[src/rtl/snake_pkg.sv]
// Shared encodings for the snake movement controller: FSM states, directions
// and the PS/2 make codes that act as commands.
package snake_pkg;

  typedef enum logic [2:0] {
    ST_IDLE,
    ST_RUN,
    ST_PAUSE,
    ST_DEAD,
    ST_BLANK
  } state_t;

  typedef enum logic [1:0] {
    DIR_UP,
    DIR_DOWN,
    DIR_LEFT,
    DIR_RIGHT
  } dir_t;

  localparam logic [7:0] KEY_UP      = 8'h75;
  localparam logic [7:0] KEY_DOWN    = 8'h72;
  localparam logic [7:0] KEY_LEFT    = 8'h6B;
  localparam logic [7:0] KEY_RIGHT   = 8'h74;
  localparam logic [7:0] KEY_PAUSE   = 8'h4D;
  localparam logic [7:0] KEY_RESUME  = 8'h2D;
  localparam logic [7:0] KEY_BLANK   = 8'h76;
  localparam logic [7:0] KEY_RESTART = 8'h1B;

  function automatic logic is_opposite(input dir_t a, input dir_t b);
    return ((a == DIR_UP)   && (b == DIR_DOWN))  ||
           ((a == DIR_DOWN) && (b == DIR_UP))    ||
           ((a == DIR_LEFT) && (b == DIR_RIGHT)) ||
           ((a == DIR_RIGHT) && (b == DIR_LEFT));
  endfunction

endpackage

[src/rtl/snake_if.sv]
// Keyboard/control inputs and packed segment coordinates between the
// controller (slave) and its surroundings (master).
interface snake_if #(
  parameter int MAX_LEN = 8,
  parameter int CW      = 10,
  parameter int LW      = $clog2(MAX_LEN + 1)
) ();
  logic [7:0]            scancode;
  logic                  strobe;
  logic                  speed_sel;
  logic                  grow;
  logic [MAX_LEN*CW-1:0] seg_x;
  logic [MAX_LEN*CW-1:0] seg_y;
  logic [LW-1:0]         length;
  logic                  blackout;
  logic                  dead;
  logic                  paused;
  logic                  move;

  modport master (
    output scancode, strobe, speed_sel, grow,
    input  seg_x, seg_y, length, blackout, dead, paused, move
  );

  modport slave (
    input  scancode, strobe, speed_sel, grow,
    output seg_x, seg_y, length, blackout, dead, paused, move
  );
endinterface

[src/rtl/snake_tick_gen.sv]
// Move-rate divider: tick is high while the counter sits at DIV-1, with DIV
// chosen every cycle by speed_sel; clear_i restarts the period.
module snake_tick_gen #(
  parameter int SLOW_DIV = 10_000_000,
  parameter int FAST_DIV = 5_000_000
) (
  input  logic CLK,
  input  logic RST,
  input  logic clear_i,
  input  logic speed_sel_i,
  output logic tick_o
);
  localparam int MAXD  = (SLOW_DIV > FAST_DIV) ? SLOW_DIV : FAST_DIV;
  localparam int CNT_W = $clog2(MAXD + 1);

  logic [CNT_W-1:0] cnt_q;
  logic [CNT_W-1:0] lim;

  assign lim    = speed_sel_i ? CNT_W'(FAST_DIV - 1) : CNT_W'(SLOW_DIV - 1);
  // >= so a switch to the fast rate with the counter past its limit still fires
  assign tick_o = (cnt_q >= lim);

  always_ff @(posedge CLK) begin
    if (RST || clear_i) begin
      cnt_q <= '0;
    end else if (tick_o) begin
      cnt_q <= '0;
    end else begin
      cnt_q <= cnt_q + CNT_W'(1);
    end
  end
endmodule

[src/rtl/snake_ctrl_param.sv]
// Snake movement controller: decodes scancodes into commands, steps the head
// on each tick, shifts the body and detects wall/self collisions.
module snake_ctrl_param
  import snake_pkg::*;
#(
  parameter int MAX_LEN  = 8,
  parameter int INIT_LEN = 4,
  parameter int CW       = 10,
  parameter int STEP     = 10,
  parameter int X_MIN    = 4,
  parameter int X_MAX    = 634,
  parameter int Y_MIN    = 4,
  parameter int Y_MAX    = 474,
  parameter int START_X  = 34,
  parameter int START_Y  = 104,
  parameter int SLOW_DIV = 10_000_000,
  parameter int FAST_DIV = 5_000_000
) (
  input logic   CLK,
  input logic   RST,
  snake_if.slave bus
);
  localparam int LW = $clog2(MAX_LEN + 1);
  localparam logic signed [CW:0] STEP_S  = (CW+1)'(STEP);
  localparam logic signed [CW:0] X_MIN_S = (CW+1)'(X_MIN);
  localparam logic signed [CW:0] X_MAX_S = (CW+1)'(X_MAX);
  localparam logic signed [CW:0] Y_MIN_S = (CW+1)'(Y_MIN);
  localparam logic signed [CW:0] Y_MAX_S = (CW+1)'(Y_MAX);

  state_t        state_q;
  dir_t          dir_q, pend_q, key_dir, cmp_dir;
  logic [LW-1:0] len_q, hit_last;
  logic          grow_pend_q, move_q, dead_q, paused_q, blackout_q;
  logic          tick, wall, self_hit, growing;
  logic          key_restart, key_blank, key_pause, key_resume, key_dir_valid;
  logic          do_restart, do_blank, do_shift;
  logic signed [CW:0] nx, ny;
  logic [CW-1:0] seg_x_w [MAX_LEN];
  logic [CW-1:0] seg_y_w [MAX_LEN];
  logic [MAX_LEN-1:0] hit_vec;

  snake_tick_gen #(
    .SLOW_DIV (SLOW_DIV),
    .FAST_DIV (FAST_DIV)
  ) u_tick (
    .CLK         (CLK),
    .RST         (RST),
    .clear_i     (do_restart),
    .speed_sel_i (bus.speed_sel),
    .tick_o      (tick)
  );

  always_comb begin
    key_restart   = 1'b0;
    key_blank     = 1'b0;
    key_pause     = 1'b0;
    key_resume    = 1'b0;
    key_dir_valid = 1'b0;
    key_dir       = DIR_RIGHT;
    if (bus.strobe) begin
      case (bus.scancode)
        KEY_UP:      begin key_dir_valid = 1'b1; key_dir = DIR_UP;    end
        KEY_DOWN:    begin key_dir_valid = 1'b1; key_dir = DIR_DOWN;  end
        KEY_LEFT:    begin key_dir_valid = 1'b1; key_dir = DIR_LEFT;  end
        KEY_RIGHT:   begin key_dir_valid = 1'b1; key_dir = DIR_RIGHT; end
        KEY_PAUSE:   key_pause   = 1'b1;
        KEY_RESUME:  key_resume  = 1'b1;
        KEY_BLANK:   key_blank   = 1'b1;
        KEY_RESTART: key_restart = 1'b1;
        default:     ;
      endcase
    end
  end

  // One extra signed bit so stepping left/up past zero reads as a wall hit.
  always_comb begin
    nx = $signed({1'b0, seg_x_w[0]});
    ny = $signed({1'b0, seg_y_w[0]});
    case (pend_q)
      DIR_UP:    ny = ny - STEP_S;
      DIR_DOWN:  ny = ny + STEP_S;
      DIR_LEFT:  nx = nx - STEP_S;
      default:   nx = nx + STEP_S;
    endcase
  end

  assign wall     = (nx < X_MIN_S) || (nx > X_MAX_S) || (ny < Y_MIN_S) || (ny > Y_MAX_S);
  assign growing  = grow_pend_q && (len_q < LW'(MAX_LEN));
  // The tail only counts as an obstacle when it will not move away this tick.
  assign hit_last = growing ? (len_q - LW'(1)) : (len_q - LW'(2));
  assign self_hit = |hit_vec;

  assign do_restart = key_restart;
  assign do_blank   = key_blank;
  assign do_shift   = (state_q == ST_RUN) && tick && !wall && !self_hit &&
                      !do_restart && !do_blank;
  assign cmp_dir    = do_shift ? pend_q : dir_q;

  genvar gi;
  generate
    for (gi = 0; gi < MAX_LEN; gi++) begin : g_seg
      localparam int IDX = (gi < INIT_LEN) ? gi : (INIT_LEN - 1);
      localparam logic [CW-1:0] RST_X = CW'(START_X - IDX * STEP);
      localparam logic [CW-1:0] RST_Y = CW'(START_Y);
      logic [CW-1:0] x_q, y_q;

      if (gi == 0) begin : g_head
        always_ff @(posedge CLK) begin
          if (RST || do_restart) begin
            x_q <= RST_X;
            y_q <= RST_Y;
          end else if (do_shift) begin
            x_q <= nx[CW-1:0];
            y_q <= ny[CW-1:0];
          end
        end
        assign hit_vec[gi] = 1'b0;
      end else begin : g_body
        always_ff @(posedge CLK) begin
          if (RST || do_restart) begin
            x_q <= RST_X;
            y_q <= RST_Y;
          end else if (do_shift) begin
            x_q <= seg_x_w[gi-1];
            y_q <= seg_y_w[gi-1];
          end
        end
        assign hit_vec[gi] = (LW'(gi) <= hit_last) &&
                             (x_q == nx[CW-1:0]) && (y_q == ny[CW-1:0]);
      end

      assign seg_x_w[gi]             = x_q;
      assign seg_y_w[gi]             = y_q;
      assign bus.seg_x[gi*CW +: CW]  = x_q;
      assign bus.seg_y[gi*CW +: CW]  = y_q;
    end
  endgenerate

  always_ff @(posedge CLK) begin
    if (RST || do_restart) begin
      state_q     <= ST_IDLE;
      dir_q       <= DIR_RIGHT;
      pend_q      <= DIR_RIGHT;
      len_q       <= LW'(INIT_LEN);
      grow_pend_q <= 1'b0;
      move_q      <= 1'b0;
      dead_q      <= 1'b0;
      paused_q    <= 1'b0;
      blackout_q  <= 1'b0;
    end else begin
      move_q <= do_shift;
      if (do_shift) begin
        dir_q       <= pend_q;
        grow_pend_q <= 1'b0;
        if (growing) begin
          len_q <= len_q + LW'(1);
        end
      end
      if (bus.grow && (len_q < LW'(MAX_LEN))) begin
        grow_pend_q <= 1'b1;
      end
      if (key_dir_valid && (state_q inside {ST_IDLE, ST_RUN, ST_PAUSE}) &&
          !is_opposite(key_dir, cmp_dir)) begin
        pend_q <= key_dir;
      end
      if (do_blank) begin
        state_q    <= ST_BLANK;
        blackout_q <= 1'b1;
        dead_q     <= 1'b0;
        paused_q   <= 1'b0;
      end else begin
        case (state_q)
          ST_IDLE: if (tick) state_q <= ST_RUN;
          ST_RUN: begin
            if (tick && (wall || self_hit)) begin
              state_q <= ST_DEAD;
              dead_q  <= 1'b1;
            end else if (key_pause) begin
              state_q  <= ST_PAUSE;
              paused_q <= 1'b1;
            end
          end
          ST_PAUSE: begin
            if (key_resume) begin
              state_q  <= ST_RUN;
              paused_q <= 1'b0;
            end
          end
          default: ;
        endcase
      end
    end
  end

  assign bus.length   = len_q;
  assign bus.blackout = blackout_q;
  assign bus.dead     = dead_q;
  assign bus.paused   = paused_q;
  assign bus.move     = move_q;
endmodule

[src/flat_wrapper.sv]
// flat-port wrapper written by rule: the top's interface ports become plain ports
module snake_ctrl_param_flat import snake_pkg::*;
#(
  parameter int MAX_LEN  = 8,
  parameter int INIT_LEN = 4,
  parameter int CW       = 10,
  parameter int STEP     = 10,
  parameter int X_MIN    = 4,
  parameter int X_MAX    = 634,
  parameter int Y_MIN    = 4,
  parameter int Y_MAX    = 474,
  parameter int START_X  = 34,
  parameter int START_Y  = 104,
  parameter int SLOW_DIV = 10_000_000,
  parameter int FAST_DIV = 5_000_000
)
  (CLK, RST, bus_scancode, bus_strobe, bus_speed_sel, bus_grow, bus_seg_x, bus_seg_y, bus_length, bus_blackout, bus_dead, bus_paused, bus_move);
  snake_if #(.MAX_LEN(MAX_LEN), .CW(CW)) bus_i ();
  input logic CLK;
  input logic RST;
  input wire logic [$bits(bus_i.scancode)-1:0] bus_scancode;
  input wire logic [$bits(bus_i.strobe)-1:0] bus_strobe;
  input wire logic [$bits(bus_i.speed_sel)-1:0] bus_speed_sel;
  input wire logic [$bits(bus_i.grow)-1:0] bus_grow;
  output wire logic [$bits(bus_i.seg_x)-1:0] bus_seg_x;
  output wire logic [$bits(bus_i.seg_y)-1:0] bus_seg_y;
  output wire logic [$bits(bus_i.length)-1:0] bus_length;
  output wire logic [$bits(bus_i.blackout)-1:0] bus_blackout;
  output wire logic [$bits(bus_i.dead)-1:0] bus_dead;
  output wire logic [$bits(bus_i.paused)-1:0] bus_paused;
  output wire logic [$bits(bus_i.move)-1:0] bus_move;
  assign bus_i.scancode = bus_scancode;
  assign bus_i.strobe = bus_strobe;
  assign bus_i.speed_sel = bus_speed_sel;
  assign bus_i.grow = bus_grow;
  assign bus_seg_x = bus_i.seg_x;
  assign bus_seg_y = bus_i.seg_y;
  assign bus_length = bus_i.length;
  assign bus_blackout = bus_i.blackout;
  assign bus_dead = bus_i.dead;
  assign bus_paused = bus_i.paused;
  assign bus_move = bus_i.move;
  snake_ctrl_param #(.MAX_LEN(MAX_LEN), .INIT_LEN(INIT_LEN), .CW(CW), .STEP(STEP), .X_MIN(X_MIN), .X_MAX(X_MAX), .Y_MIN(Y_MIN), .Y_MAX(Y_MAX), .START_X(START_X), .START_Y(START_Y), .SLOW_DIV(SLOW_DIV), .FAST_DIV(FAST_DIV)) u_core (.CLK(CLK), .RST(RST), .bus(bus_i));
endmodule
[config.mk]
export PLATFORM = sky130hd
export DESIGN_NAME = snake_ctrl_param_flat
export DESIGN_NICKNAME = d
export VERILOG_FILES = /design/src/rtl/snake_pkg.sv /design/src/rtl/snake_if.sv /design/src/rtl/snake_tick_gen.sv /design/src/rtl/snake_ctrl_param.sv /design/src/flat_wrapper.sv
export SDC_FILE = /design/constraint.sdc
export NUM_CORES = 1
export LEC_CHECK = 0
export ABC_CLOCK_PERIOD_IN_PS = 12800
export BUFFER_PORTS_ARGS = -buffer_cell sky130_fd_sc_hd__buf_2
export CAP_MARGIN = 5
export CORE_MARGIN = 2
export CORE_UTILIZATION = 55
export CTS_CLUSTER_SIZE = 16
export DETAILED_ROUTE_END_ITERATION = 10
export PLACE_DENSITY_LB_ADDON = 0.2
export SLEW_MARGIN = 10
export SYNTH_ARGS = -nofsm -noshare
export SYNTH_HDL_FRONTEND = slang
export SYNTH_HIERARCHICAL = 1
export SYNTH_SLANG_ARGS = --single-unit
[constraint.sdc]
create_clock -name CLK -period 12.8 [get_ports CLK]
set_input_delay 1.28 -clock CLK [delete_from_list [all_inputs] [get_ports CLK]]
set_output_delay 1.28 -clock CLK [all_outputs]
set_load 0.01 [all_outputs]
Word level (Yosys, flattened, before mapping)
Cells that the tools add are included.
{ "classes": {"n_addsub": 8, "magnitude_cmp": 13, "eq_ne": 40, "muxes": 29, "n_reduce_logical": 59} }
{ "op_table": {"columns": ["operator", "count"], "rows": [
  ["10-bit == test", 14],
  ["8-bit by 7-bit == test with 1-bit output, second input constant", 6],
  ["11-bit case mux with 2 select lines", 2],
  ["1-bit logical AND", 28],
  ["24-bit by 1-bit adder with 24-bit output, second input constant", 1],
  ["24-bit >= comparator", 1],
  ["24-bit two-way mux", 1],
  ["10-bit by 4-bit adder with 11-bit output, second input constant", 2],
  ["11-bit by 4-bit < comparator with 1-bit output, second input constant", 2],
  ["10-bit by 4-bit subtractor with 11-bit output, second input constant", 2],
  ["3-bit by 4-bit less-or-equal comparator with 1-bit output, first input constant", 4],
  ["1-bit two-way mux", 15],
  ["3-bit two-way mux", 5],
  ["4-bit AND reduction", 3],
  ["11-bit by 10-bit greater-than comparator with 1-bit output, second input constant", 1],
  ["11-bit greater-than comparator, second input constant", 1],
  ["2-bit == test, second input constant", 5],
  ["3-bit case mux with 3 select lines", 1],
  ["8-bit by 5-bit == test with 1-bit output, second input constant", 1],
  ["8-bit by 6-bit == test with 1-bit output, second input constant", 1],
  ["2-bit by 4-bit less-or-equal comparator with 1-bit output, first input constant", 2],
  ["1-bit logical OR", 8],
  ["7-bit OR reduction", 1],
  ["2-bit by 1-bit == test with 1-bit output, second input constant", 3],
  ["25 further kinds", 39]
]} }
{ "totals": {"reg_bits": 200, "out_inout_bits": 168, "word_cells": 176} }

Depth between registers and ports, before layout
Gate-level depths: netlist (run 1).
{ "logic_depth": {"depth_word": 20, "ltp_mapped": 24} }

Cells and area by module
Netlist (run 1), hierarchy kept.
{ "by_module_without_submodules": {"columns": ["mod", "n_inst", "cells_each", "area_per_inst_um2", "seq_area_each_um2"], "rows": [
  ["snake_ctrl_param", 1, 1196, 10087.2, 3203.1],
  ["snake_tick_gen", 1, 152, 1403.8, 480.5]
]} }

Worst setup path after synthesis (run 1)
Ideal clock, no wire load.
{ "synth_path": {"kind": "register to register", "start": "register u_core.pend_q[1]", "end": "register u_core.g_seg[1].y_q[3]", "t_arrival_ns": 4.840, "required_time_ns": 12.671, "slack_ns": 7.831, "path_stages_with_launch": 22, "synth_period_minus_slack_ns": 4.969, "path_cell_list": "dfxtp_1 clkbuf_1 inv_1 buf_2 buf_1 clkbuf_1 nand2_1 ha_1 clkbuf_1 or3b_1 a31oi_1 or2_1 buf_2 xor2_1 or4_1 or4_1 and3_1 nand2_1 buf_2 buf_4 mux2i_1 nand2_1"} }
{ "synth_via": {"elab_chain_cells": 12, "word_cells_on_any_way": 48} }
{ "synth_lines": {"columns": ["element", "line_no", "source"], "rows": [
  ["start, declared", "snake_ctrl_param.sv:31", "dir_t dir_q, pend_q, key_dir, cmp_dir;"],
  ["start signal, assigned", "snake_ctrl_param.sv:164", "pend_q <= key_dir;"],
  ["2-bit by 1-bit == test with 1-bit output / 2-bit logical NOT (equally long branches)", "snake_ctrl_param.sv:79", "case (pend_q)"],
  ["2-bit OR reduction (no line)", null, null],
  ["11-bit case mux with 2 select lines", "snake_ctrl_param.sv:79", null],
  ["11-bit by 4-bit < comparator with 1-bit output / 11-bit greater-than comparator (equally long branches)", "snake_ctrl_param.sv:87", "assign wall = (nx < X_MIN_S) || (nx > X_MAX_S) || (ny < Y_MIN_S) || (ny > Y_MAX_S);"],
  ["1-bit logical OR (3 in series)", "snake_ctrl_param.sv:87", null],
  ["1-bit logical NOT", "snake_ctrl_param.sv:95", "assign do_shift = (state_q == ST_RUN) && tick && !wall && !self_hit &&"],
  ["1-bit logical AND", "snake_ctrl_param.sv:95", null],
  ["1-bit logical AND * (2 in series)", "snake_ctrl_param.sv:95", null],
  ["1-bit logical AND *", "snake_ctrl_param.sv:96", "!do_restart && !do_blank;"],
  ["end signal, assigned", "snake_ctrl_param.sv:125", "y_q <= seg_y_w[gi-1];"],
  ["end, declared", "snake_ctrl_param.sv:105", "logic [CW-1:0] x_q, y_q;"]
]} }
Every way passes the cells marked *; elsewhere a longest branch is shown, timed or not.
A chain may end at the register's enable or synchronous reset.

Worst setup path after layout (run 1)
{ "layout_path": {"start": "register u_core.pend_q[1]", "end": "register u_core.pend_q[1]"} }
{ "layout_via": {"elab_chain_cells": 20, "word_cells_on_any_way": 62} }
{ "layout_lines": {"columns": ["element", "line_no", "source"], "rows": [
  ["2-bit by 1-bit == test with 1-bit output / 2-bit logical NOT (equally long branches)", "snake_ctrl_param.sv:79", null],
  ["2-bit OR reduction (no line)", null, null],
  ["11-bit case mux with 2 select lines", "snake_ctrl_param.sv:79", null],
  ["11-bit by 4-bit < comparator with 1-bit output / 11-bit greater-than comparator (equally long branches)", "snake_ctrl_param.sv:87", null],
  ["1-bit logical OR (3 in series)", "snake_ctrl_param.sv:87", null],
  ["1-bit logical NOT", "snake_ctrl_param.sv:95", null],
  ["1-bit logical AND (3 in series)", "snake_ctrl_param.sv:95", null],
  ["1-bit logical AND", "snake_ctrl_param.sv:96", null],
  ["2-bit two-way mux *", null, null],
  ["2-bit by 1-bit == test with 1-bit output / 2-bit logical NOT (equally long branches)", "snake_pkg.sv:30, snake_pkg.sv:31", null],
  ["1-bit logical AND, on equally long branches", "snake_pkg.sv:30, snake_pkg.sv:31", null],
  ["1-bit logical OR", "snake_pkg.sv:30", "return ((a == DIR_UP) && (b == DIR_DOWN)) ||"],
  ["1-bit logical OR", "snake_pkg.sv:31", "((a == DIR_DOWN) && (b == DIR_UP)) ||"],
  ["1-bit logical OR *", "snake_pkg.sv:32", "((a == DIR_LEFT) && (b == DIR_RIGHT)) ||"],
  ["1-bit logical NOT *", "snake_ctrl_param.sv:163", "!is_opposite(key_dir, cmp_dir)) begin"],
  ["1-bit logical AND *", "snake_ctrl_param.sv:162", "if (key_dir_valid && (state_q inside {ST_IDLE, ST_RUN, ST_PAUSE}) &&"]
]} }
Marks and branches as above.

==> reports/results.md, run 1 <==
• Max IR drop VDD: 83.78 uV
• placeable core area: 20,360 um2
• power share of the sequential group: 48.4%
• leading cell type in the layout, fill and taps excluded: sky130_fd_sc_hd__dfxtp_1
• f_max: 134.5 MHz
• most used cells in the layout excluding fill and tap cells: sky130_fd_sc_hd__dfxtp_1 (183), sky130_fd_sc_hd__nor2_1 (172), sky130_fd_sc_hd__buf_2 (164)
• number of non-filler instances in the completed layout: 1,743
• share of synthesized registers carrying an async set or reset: 0%
• crit path max-delay cell type: sky130_fd_sc_hd__nor2b_1
• via density per instance: 6.002
• antenna violations before repair: 1
• initial DRC count: 1,039
• fraction of final layout cells with drive strength greater than 1: 17.38%
• Critical Path Fanout Max: 71
• run status: completed
• core occupancy in the finished layout: 63.48%
• Routed WL: 37.37 mm
• first-pass GRT wire length: 57.21 mm
• headroom to the max-slew limit: 25.74%
• Worst Setup End Kind: flip-flop
• maximum level of the CTS H-tree: 4
• area share of the largest cell type after synthesis: 32.06%
• final worst clock skew: 0.01185 ns
• Worst EP arrival: 7.79 ns
• count of endpoints failing hold in the final timing report: 0
• CTS clock-pin slew for the worst setup and hold paths: 0.08 ns
• # setup viols final: 0
• dpl ws: 5.652 ns
• largest area contributor in the synthesized netlist: sky130_fd_sc_hd__dfxtp_1
• vias in the first global route: 9,757
• Die Wd: 148.5 um
• number of placed cells counting well taps: 1,711
• # resized after CTS: 0
• maximum clock path buffer count: 2
• pins over their slew limit: 0
• Area Growth Syn to Fin: 12.50%
• power share of the clock group: 49.4%
• slew at the pin closest to its max-slew limit: 1.092 ns
• required time at the worst-slack endpoint: 13.15 ns
• total clock sinks: 184
• power density over the cells: 91.74 nW/um2
• Static Leak: 6.120 nW
• routed wirelength normalized by instance count: 21.44 um
• Top Family by Delay on Critical Path: simple AND/OR/NAND/NOR gates
• maximum capacitance violations: 0
• number of buffers and inverters on the critical path: 3
• number of warnings printed during yosys synthesis: 6
• TritonCTS clock tree: built
• Clk Latency, worst-skew pair: 0.43 ns
• Final Power: 1.186 mW
• number of buffers created by CTS: 17
• sequential area share after synthesis: 32.06%
• sequence of cells on the critical path: buf_4, nor2b_1, inv_1, ha_1, a31oi_1, or4_1, nand3_1, and2_1, o22ai_1, or4_1, or4_1, and3_1, nand2_4, buf_4, a211oi_1, a32oi_2, mux2i_1
• Post-synth EDFFs: 0
• maximum number of pins on one net before global-route repair: 94
• DRC errors left: 0
• NetSw: 0.2850 mW
• residual antenna-violating net count after detailed routing: 0
• Detailed Place HPWL: 27.42 mm
• Antenna Cells: 0
• ranking of synthesized cells by area: sky130_fd_sc_hd__dfxtp_1 (32%), sky130_fd_sc_hd__mux2i_1 (11%), sky130_fd_sc_hd__xnor2_1 (7.3%)
• Port Buffer Count: 164
• Final nets: 1,501
• GRT Residual Overflow: 0
• portion of the clock cycle consumed by the worst path in the final layout: 58.09%
• initial core utilization: 56.43%
• flip-flop cell with the highest count after synthesis: sky130_fd_sc_hd__dfxtp_1
• worst setup slack after layout: 5.365 ns
• switching power as a share of total power: 24.03%
• routability-driven placement congestion ratio: 1.042
• DRT Pass-1 Iters: 6
• crit path kind: flip-flop to flip-flop
• cells after synthesis: 1,348
• number of buffers added to fix hold violations after cts: 0
• DIE HEIGHT: 148.5 um
• Synth Cell Area: 11,490 um2
• Synth cell types: 89
• category of the worst setup path launch point: flip-flop
• shortest clock period the worst path allows after layout: 7.435 ns
• layout filler cell count: 1,816
• Min-Delay Path Class: flip-flop to flip-flop
• setup repair bufs after CTS: 0
• number of placed I/O pins: 181
• combinational cell fraction of total power: 2.2%
• Synth Register Bits: 184
• Largest stage delay, worst path: 0.71 ns
• Root Buffer: sky130_fd_sc_hd__clkbuf_16
• aggregate negative setup slack: 0 ns
• count of vias placed by the detailed router: 10,460
• setup repair after global routing missed its margin: false
• Avg Synthesized Cell Area: 8.524 um2
• internal power summed over all cells: 0.9010 mW
• total number of placement rows: 52
• overall routing resource usage: 33.49%
• Die Outline Area: 22,070 um2
• Most common cell on crit path: sky130_fd_sc_hd__or4_1
path summary, 6_finish.rpt:
check                                   endpoint  slack [ns]  cells after the start             start
worst max-delay path            u_core/pend_q[1]        5.36                     17  u_core/pend_q[1]
worst min-delay path             u_core/bus.dead        0.47                      2   u_core/bus.dead
worst max register to register  u_core/pend_q[1]        5.36                     17  u_core/pend_q[1]
worst min register to register   u_core/bus.dead        0.47                      2   u_core/bus.dead
per-stage QoR:
step | area, um2 | hold WS, ns
final | 12930 | 0.4698
after global routing | 12930 | 0.4985
after CTS | 12930 | 0.4744
after detailed placement | 12270 | 0.4549
after global placement | 12270 | 0.4537
after floorplan | 11550 | 0.4389
layout make-up:
cell class / instances / area, um2 / area share, %
flip-flops and latches: 184 / 3685 / 28.50
repair buffers: 173 / 888.4 / 6.872
clock inverters: 15 / 230.2 / 1.781
clock buffers: 17 / 425.4 / 3.291
inverters: 31 / 116.4 / 0.9001
well taps: 270 / 337.8 / 2.613
multi-input cells: 1053 / 7244 / 56.04
cell families (layout without fill, tap and decap cells):
kind of cell,Yosys count,in the layout,share of synthesized area [%]
AND/OR/NAND/NOR,505,505,22.62
AO/OA/AOI/OAI,201,201,11.89
flip-flops,184,184,32.06
XOR/XNOR,174,174,13.50
multiplexers,129,129,11.29
buffers and inverters,126,236,5.499
adder cells (fa/ha/maj),28,28,3.114
other,1,16,0.03263
registers in the layout (all words and copies together) (netlist names), 2 cells and up:
name	count
u_core/bus.length	4
u_core/dir_q	2
u_core/g_seg.x_q	72
u_core/g_seg.y_q	72
u_core/pend_q	2
u_core/state_q	3
u_core/u_tick/cnt_q	24
worst register-to-register path: cells and delay by family (launching register included):
kind            cells  cell delay, ns
compound gates      4            0.95
fa+ha+maj           1            0.67
buf+inv             3            1.65
flops               1            0.32
mux                 1            0.23
simple gates        8            3.53
synth_stat cells, drive strengths merged, types with 7 or more instances:
master	n
nor3b	9
dfxtp	184
inv	31
o31ai	9
nand2b	10
or4	10
o211ai	14
or3	8
nor4	9
a211oi	11
xor2	76
a31oi	10
nand3	47
mux2i	127
ha	27
nor3	25
nand4	36
buf	57
nor2b	12
nor2	194
o21ai	50
clkbuf	38
a21oi	43
nand4b	8
a2111oi	7
xnor2	96
nand2	85
and2	7
and3	13
layer usage:
metal | up-vias | wire length (um) | part of all wire, % | global-route usage (%)
met5 | - | 0 | 0 | 0
met4 | 0 | 1674 | 4.5 | 15.38
met3 | 85 | 2904 | 7.8 | 6.902
met2 | 471 | 16330 | 44 | 50.42
met1 | 4972 | 16470 | 44 | 46.18
li1 | 4933 | - | - | -
power by group through the flow:
stage | Clock, mW | Combinational (mW) | Sequential, mW
after global routing | 0.616 | 0.0287 | 0.574
after floorplan | 0 | 0.0223 | 0.587
final | 0.586 | 0.0259 | 0.574
after detailed placement | 0 | 0.0255 | 0.588
after CTS | 0.592 | 0.0257 | 0.574
after global placement | 0 | 0.0251 | 0.588
(Power assumes the default switching activity.)
==> run 2: changes to the inputs <==
--- a/config.mk
+++ b/config.mk
@@ -5,11 +5,11 @@
 export SDC_FILE = /design/constraint.sdc
 export NUM_CORES = 1
 export LEC_CHECK = 0
-export ABC_CLOCK_PERIOD_IN_PS = 12800
+export ABC_CLOCK_PERIOD_IN_PS = 6770
 export BUFFER_PORTS_ARGS = -buffer_cell sky130_fd_sc_hd__buf_2
 export CAP_MARGIN = 5
 export CORE_MARGIN = 2
-export CORE_UTILIZATION = 55
+export CORE_UTILIZATION = 52
 export CTS_CLUSTER_SIZE = 16
 export DETAILED_ROUTE_END_ITERATION = 10
 export PLACE_DENSITY_LB_ADDON = 0.2
==> constraint.sdc (replaced) <==
create_clock -name CLK -period 6.77 [get_ports CLK]
set_input_delay 0.677 -clock CLK [delete_from_list [all_inputs] [get_ports CLK]]
set_output_delay 0.677 -clock CLK [all_outputs]
set_load 0.01 [all_outputs]
==> run 2 against run 1 <==
Against the previous run: wire length barely moved; die area is 5.6% higher; via count rose by 1.7%; cell area rose by 0.72%; critical path depth shrank 1; non-clock buffer count increased by 15; critical endpoint is now u_core/g_seg[7].x_q[7].
==> reports/results.md, run 2 (synthesized netlist as in run 1, its figures left out) <==
• number of placed I/O pins: 181
• GRT Residual Overflow: 0
• Final nets: 1,516
• most used cells in the layout excluding fill and tap cells: sky130_fd_sc_hd__dfxtp_1 (183), sky130_fd_sc_hd__nor2_1 (172), sky130_fd_sc_hd__buf_2 (164)
• DRC errors left: 0
• via density per instance: 6.019
• Max IR drop VDD: 182.1 uV
• final worst clock skew: 0.01080 ns
• Clk Latency, worst-skew pair: 0.43 ns
• setup repair bufs after CTS: 0
• reg-to-reg critical path startpoint: u_core/pend_q[0]
• Area Growth Syn to Fin: 13.31%
• total number of placement rows: 54
• initial DRC count: 988
• count of endpoints failing hold in the final timing report: 0
• aggregate negative setup slack: 0 ns
• maximum clock path buffer count: 2
• leading cell type in the layout, fill and taps excluded: sky130_fd_sc_hd__dfxtp_1
• # resized after CTS: 0
• placeable core area: 21,760 um2
• headroom to the max-slew limit: 32.46%
• routed wirelength normalized by instance count: 21.16 um
• run status: completed
• maximum level of the CTS H-tree: 4
• category of the worst setup path launch point: flip-flop
• count of vias placed by the detailed router: 10,640
• fraction of final layout cells with drive strength greater than 1: 18.15%
• initial core utilization: 52.82%
• residual antenna-violating net count after detailed routing: 0
• maximum capacitance violations: 0
• setup repair after global routing missed its margin: false
• Port Buffer Count: 164
• Worst EP arrival: 5.88 ns
• Routed WL: 37.41 mm
• count of cells along the worst register-to-register path: 16
• Antenna Cells: 0
• CTS clock-pin slew for the worst setup and hold paths: 0.08 ns
• number of cells on the worst hold path: 1
• crit path kind: flip-flop to flip-flop
• routability-driven placement congestion ratio: 0.9895
• biggest regs: u_core/g_seg.x_q: 72 flops, u_core/g_seg.y_q: 72 flops, u_core/u_tick/cnt_q: 24 flops
• maximum number of pins on one net before global-route repair: 96
• Min-Delay Path Class: flip-flop to flip-flop
• Die Outline Area: 23,300 um2
• antenna violations before repair: 0
• first-pass GRT wire length: 57.06 mm
• f_max: 178.9 MHz
• number of buffers created by CTS: 17
• slew at the pin closest to its max-slew limit: 1.013 ns
• Worst Setup End Kind: flip-flop
• Root Buffer: sky130_fd_sc_hd__clkbuf_16
• total clock sinks: 184
• shortest clock period the worst path allows after layout: 5.591 ns
• startpoint of the lowest-slack hold path: u_core/u_tick/cnt_q[0]
• DRT Pass-1 Iters: 7
• Detailed Place HPWL: 27.68 mm
• DIE HEIGHT: 152.7 um
• core occupancy in the finished layout: 59.85%
• pins over their slew limit: 0
• Critical Path Source: u_core/pend_q[0]
• overall routing resource usage: 31.03%
• required time at the worst-slack endpoint: 7.06 ns
• # setup viols final: 0
• portion of the clock cycle consumed by the worst path in the final layout: 82.58%
• Static Leak: 6.181 nW
• vias in the first global route: 9,757
• Critical Path Fanout Max: 53
• TritonCTS clock tree: built
• number of buffers added to fix hold violations after cts: 0
• power density over the cells: 164.2 nW/um2
• Die Wd: 152.7 um
==> run 2: worst max-delay path: stages (launching register included) <==
cell                        delay [ns]
sky130_fd_sc_hd__dfxtp_1          0.32
sky130_fd_sc_hd__buf_4            0.22
sky130_fd_sc_hd__nand2_1          0.32
sky130_fd_sc_hd__inv_1            0.14
sky130_fd_sc_hd__fa_1             0.45
sky130_fd_sc_hd__nand2b_1         0.23
sky130_fd_sc_hd__a2111o_1         0.43
sky130_fd_sc_hd__nand3_1          0.45
sky130_fd_sc_hd__xnor2_1          0.20
sky130_fd_sc_hd__a2111oi_0        0.58
sky130_fd_sc_hd__nand4b_1         0.16
sky130_fd_sc_hd__or4_1            0.62
sky130_fd_sc_hd__and4_4           0.23
sky130_fd_sc_hd__nand2_4          0.33
sky130_fd_sc_hd__buf_12           0.36
sky130_fd_sc_hd__mux2i_1          0.27
sky130_fd_sc_hd__nor2_1           0.06
==> run 2: area by class of cell <==
class	instances	area (um2)
flip-flops and latches	184	3685
clock buffers	18	429.2
inverters	31	116.4
clock inverters	14	156.4
well taps	280	350.3
repair buffers	188	1039
fillers	2035	8736
multi-input cells	1053	7244
==> run 2: path summary, 6_finish.rpt <==
check | end | slack [ns]
setup reg to reg | u_core/g_seg[7].x_q[7] | 1.18
setup / recovery | u_core/g_seg[7].x_q[7] | 1.18
hold reg to reg | u_core/u_tick/cnt_q[0] | 0.47
hold / removal | u_core/u_tick/cnt_q[0] | 0.47
==> run 2: report_power, final <==
part           switching, mW  internal (mW)
clock network          0.479          0.525
registers            0.00219           1.08
logic                 0.0364         0.0118
total                  0.518           1.62
==> run 2: metrics by stage <==
step	worst slack (ns)	power, mW	std cells	area [um2]	hold WS, ns
2_1_floorplan	1.801	1.153	1363	11550	0.4389
3_3_place_gp	1.339	1.159	1736	12430	0.4511
3_5_place_dp	1.217	1.159	1736	12430	0.4570
4_1_cts	1.214	2.154	1768	13020	0.4772
5_1_grt	0.9314	2.197	1768	13020	0.5040
6_report	1.179	2.137	1768	13020	0.4724
==> run 2: metal layers <==
| metal | vias to the layer above | track usage, % | routed length (um) |
|---|---|---|---|
| li1 | 4980 | - | - |
| met1 | 5148 | 40.98 | 15890 |
| met2 | 440 | 50.69 | 17530 |
| met3 | 73 | 5.717 | 2677 |
| met4 | 0 | 11.60 | 1314 |
| met5 | - | 0 | 0 |
==> run 3: changes to the inputs <==
--- a/config.mk
+++ b/config.mk
@@ -5,7 +5,8 @@
 export SDC_FILE = /design/constraint.sdc
 export NUM_CORES = 1
 export LEC_CHECK = 0
-export ABC_CLOCK_PERIOD_IN_PS = 6770
+export ABC_AREA = 1
+export ABC_CLOCK_PERIOD_IN_PS = 5100
 export BUFFER_PORTS_ARGS = -buffer_cell sky130_fd_sc_hd__buf_2
 export CAP_MARGIN = 5
 export CORE_MARGIN = 2
==> constraint.sdc (replaced) <==
create_clock -name CLK -period 5.1 [get_ports CLK]
set_input_delay 0.51 -clock CLK [delete_from_list [all_inputs] [get_ports CLK]]
set_output_delay 0.51 -clock CLK [all_outputs]
set_load 0.01 [all_outputs]
==> run 3 against run 2 <==
Against the previous run: register-to-register slack got worse by 0.73 ns; hold slack got worse by 0.15 ns; sequential power rose by 34%; die area fell by 3.9%; area after synthesis fell by 4.0%; final cell count rose by 20%; worst setup slack got worse by 0.73 ns.
==> reports/results.md, run 3 <==
• most used cells in the layout excluding fill and tap cells: sky130_fd_sc_hd__nand2_1 (441), sky130_fd_sc_hd__inv_1 (210), sky130_fd_sc_hd__dfxtp_1 (184)
• total number of placement rows: 53
• number of placed I/O pins: 181
• Antenna Cells: 0
• number of buffers created by CTS: 17
• crit path kind: flip-flop to flip-flop
• cells after synthesis: 1,697
• Detailed Place HPWL: 24.45 mm
• ranking of synthesized cells by area: sky130_fd_sc_hd__dfxtp_1 (33%), sky130_fd_sc_hd__nand2_1 (15%), sky130_fd_sc_hd__inv_1 (7.1%)
• Worst Setup End Kind: flip-flop
• first-pass GRT wire length: 52.99 mm
• TritonCTS clock tree: built
• length of routed met2 wiring: 15.50 mm
• number of placed cells counting well taps: 2,086
• biggest regs: u_core/g_seg.x_q: 72 flops, u_core/g_seg.y_q: 72 flops, u_core/u_tick/cnt_q: 24 flops
• Critical Path Fanout Max: 57
• count of endpoints failing hold in the final timing report: 0
• Max IR drop VDD: 207.9 uV
• leading cell type in the layout, fill and taps excluded: sky130_fd_sc_hd__nand2_1
• final worst clock skew: 0.01705 ns
• Final nets: 1,871
• Post-Synth Simple-Gate Area: 33.22%
• maximum number of pins on one net before global-route repair: 121
• Avg Synthesized Cell Area: 6.501 um2
• antenna violations before repair: 0
• routed wirelength normalized by instance count: 15.67 um
• Worst EP arrival: 5.01 ns
• setup repair after global routing missed its margin: false
• initial core utilization: 52.81%
• run status: completed
• Adder-Cell Fraction of Synth Area: 3.244%
• Post-synth EDFFs: 0
• flip-flop cell with the highest count after synthesis: sky130_fd_sc_hd__dfxtp_1
• via density per instance: 5.415
• overall routing resource usage: 29.69%
• number of buffers added to fix hold violations after cts: 0
• area share of the largest cell type after synthesis: 33.39%
• length of routed wiring on met1: 14.32 mm
• proportion of synthesized area in mux cells: 0%
• GRT Residual Overflow: 0
• f_max: 215.0 MHz
• most used standard cells in the synthesized netlist: sky130_fd_sc_hd__nand2_1 (442), sky130_fd_sc_hd__inv_1 (210), sky130_fd_sc_hd__dfxtp_1 (184)
• Min-Delay Path Class: input pin to flip-flop
• Static Leak: 6.032 nW
• DIE HEIGHT: 149.7 um
• placeable core area: 20,890 um2
• vias in the first global route: 10,220
• Synth Cell Area: 11,030 um2
• DRT Pass-1 Iters: 6
• Port Buffer Count: 164
• DRC errors left: 0
• number of warnings printed during yosys synthesis: 6
• Clk Latency, worst-skew pair: 0.44 ns
• crit path max-delay cell type: sky130_fd_sc_hd__dfxtp_1
• category of the worst setup path launch point: flip-flop
• largest area contributor in the synthesized netlist: sky130_fd_sc_hd__dfxtp_1
• share of synthesized registers carrying an async set or reset: 0%
• uppermost layer routed: met4
• headroom to the max-slew limit: 22.70%
• count of cells along the worst register-to-register path: 22
• total met3 wirelength after detailed routing: 2.427 mm
• total clock sinks: 184
• cell with the most instances after synthesis: sky130_fd_sc_hd__nand2_1
• slew at the pin closest to its max-slew limit: 1.160 ns
• number of non-filler instances in the completed layout: 2,118
• Synth Register Bits: 184
• number of gates on the worst path with buffers counted: 22
• number of cells on the worst hold path: 3
• CTS clock-pin slew for the worst setup and hold paths: 0.07 ns
• Synth cell types: 44
• largest family of logic cells by synthesized area: simple AND/OR/NAND/NOR gates
• maximum capacitance violations: 0
• post-synthesis xor/xnor area fraction: 3.890%
• pins over their slew limit: 0
• number of buffers and inverters on the critical path: 5
• maximum clock path buffer count: 2
• area fraction in compound gates after synthesis: 14.53%
• power density over the cells: 241.1 nW/um2
• count of vias placed by the detailed router: 11,470
• Top Family by Delay on Critical Path: simple AND/OR/NAND/NOR gates
• sequential area share after synthesis: 33.39%
• residual antenna-violating net count after detailed routing: 0
• # setup viols final: 0
• required time at the worst-slack endpoint: 5.46 ns
• Die Wd: 149.7 um
• Routed WL: 33.19 mm
• shortest clock period the worst path allows after layout: 4.651 ns
• portion of the clock cycle consumed by the worst path in the final layout: 91.20%
• Largest stage delay, worst path: 0.43 ns
• routability-driven placement congestion ratio: 0.9828
• fraction of final layout cells with drive strength greater than 1: 14.70%
• Die Outline Area: 22,400 um2
• initial DRC count: 1,188
• Root Buffer: sky130_fd_sc_hd__clkbuf_16
• maximum level of the CTS H-tree: 4
• aggregate negative setup slack: 0 ns
• sequence of cells on the critical path: inv_2, nor2_1, inv_1, ha_1, a21oi_1, nor3_1, nor2_1, nand3_1, nand2_1, nand2_1, nand2_1, inv_1, nor2_1, nor2_1, nand4_1, nand2_1, nor2_2, nand3_4, inv_2, buf_12, o21ai_0, a21oi_1
• Area Growth Syn to Fin: 13.58%
==> run 3: cell types whose count changed after synthesis, moves of 23 or more <==
cell / change
sky130_fd_sc_hd__o21ai_0: +87
sky130_fd_sc_hd__nand3_1: +83
sky130_fd_sc_hd__nor2_1: -23
sky130_fd_sc_hd__a21oi_1: +108
sky130_fd_sc_hd__nand2_1: +357
sky130_fd_sc_hd__inv_1: +179
sky130_fd_sc_hd__xor2_1: -46
sky130_fd_sc_hd__xnor2_1: -77
sky130_fd_sc_hd__mux2i_1: -126
==> run 3: kinds of logic after synthesis <==
family,Yosys count
xor+xnor,49
fa+ha+maj,28
other cells,1
flops,184
simple gates,830
buf+inv,295
compound gates,310
==> run 3: worst paths after layout <==
kind / from / to / slack (ns)
worst min-delay path: bus_grow / u_core/grow_pend_q / 0.33
worst max register to register: u_core/pend_q[0] / u_core/g_seg[3].x_q[5] / 0.45
worst max-delay path: u_core/pend_q[0] / u_core/g_seg[3].x_q[5] / 0.45
worst min register to register: u_core/bus.blackout / u_core/bus.blackout / 0.45
==> run 3: metal layers <==
layer | GRT usage, % | vias to the layer above
li1 | - | 5712
met1 | 39.07 | 5254
met2 | 49.47 | 445
met3 | 4.482 | 59
met4 | 10.75 | 0
met5 | 0 | -
==> run 3: tightest hold or removal path: cells and delay by family <==
family	cells	cell delay (ns)
buffers and inverters	1	0.10
AND/OR/NAND/NOR	1	0.05
AO/OA/AOI/OAI	1	0.06
==> run 3: timing repair <==
item	4_1_cts	5_1_grt
buffers inserted	0	0
resized for setup	0	1
setup endpoints to repair	0	42
==> run 3: layout make-up <==
class                   instances  area (um2)
inverters                     220       825.8
clock buffers                  18       429.2
repair buffers                174       945.9
multi-input cells            1233        6125
clock inverters                14       176.4
fillers                      2055        8359
well taps                     275       344.1
flip-flops and latches        184        3684
==> run 3: metrics by stage <==
step | worst slack, ns | total power [mW] | utilization, % | cell area (um2) | hold WS [ns]
after floorplan | 1.407 | 1.641 | - | 11090 | 0.4173
after global placement | 0.6028 | 1.674 | 57.07 | 11920 | 0.4323
after detailed placement | 0.5488 | 1.678 | 57.07 | 11920 | 0.4500
after CTS | 0.4913 | 3.037 | 59.97 | 12530 | 0.3067
after global routing | 0.02577 | 3.130 | 59.98 | 12530 | 0.3471
final | 0.4489 | 3.021 | 59.98 | 12530 | 0.3264
==> run 3: power breakdown <==
part | internal (mW) | switching, mW
Clock | 0.709 | 0.664
Sequential | 1.45 | 0.00941
Combinational | 0.0604 | 0.132
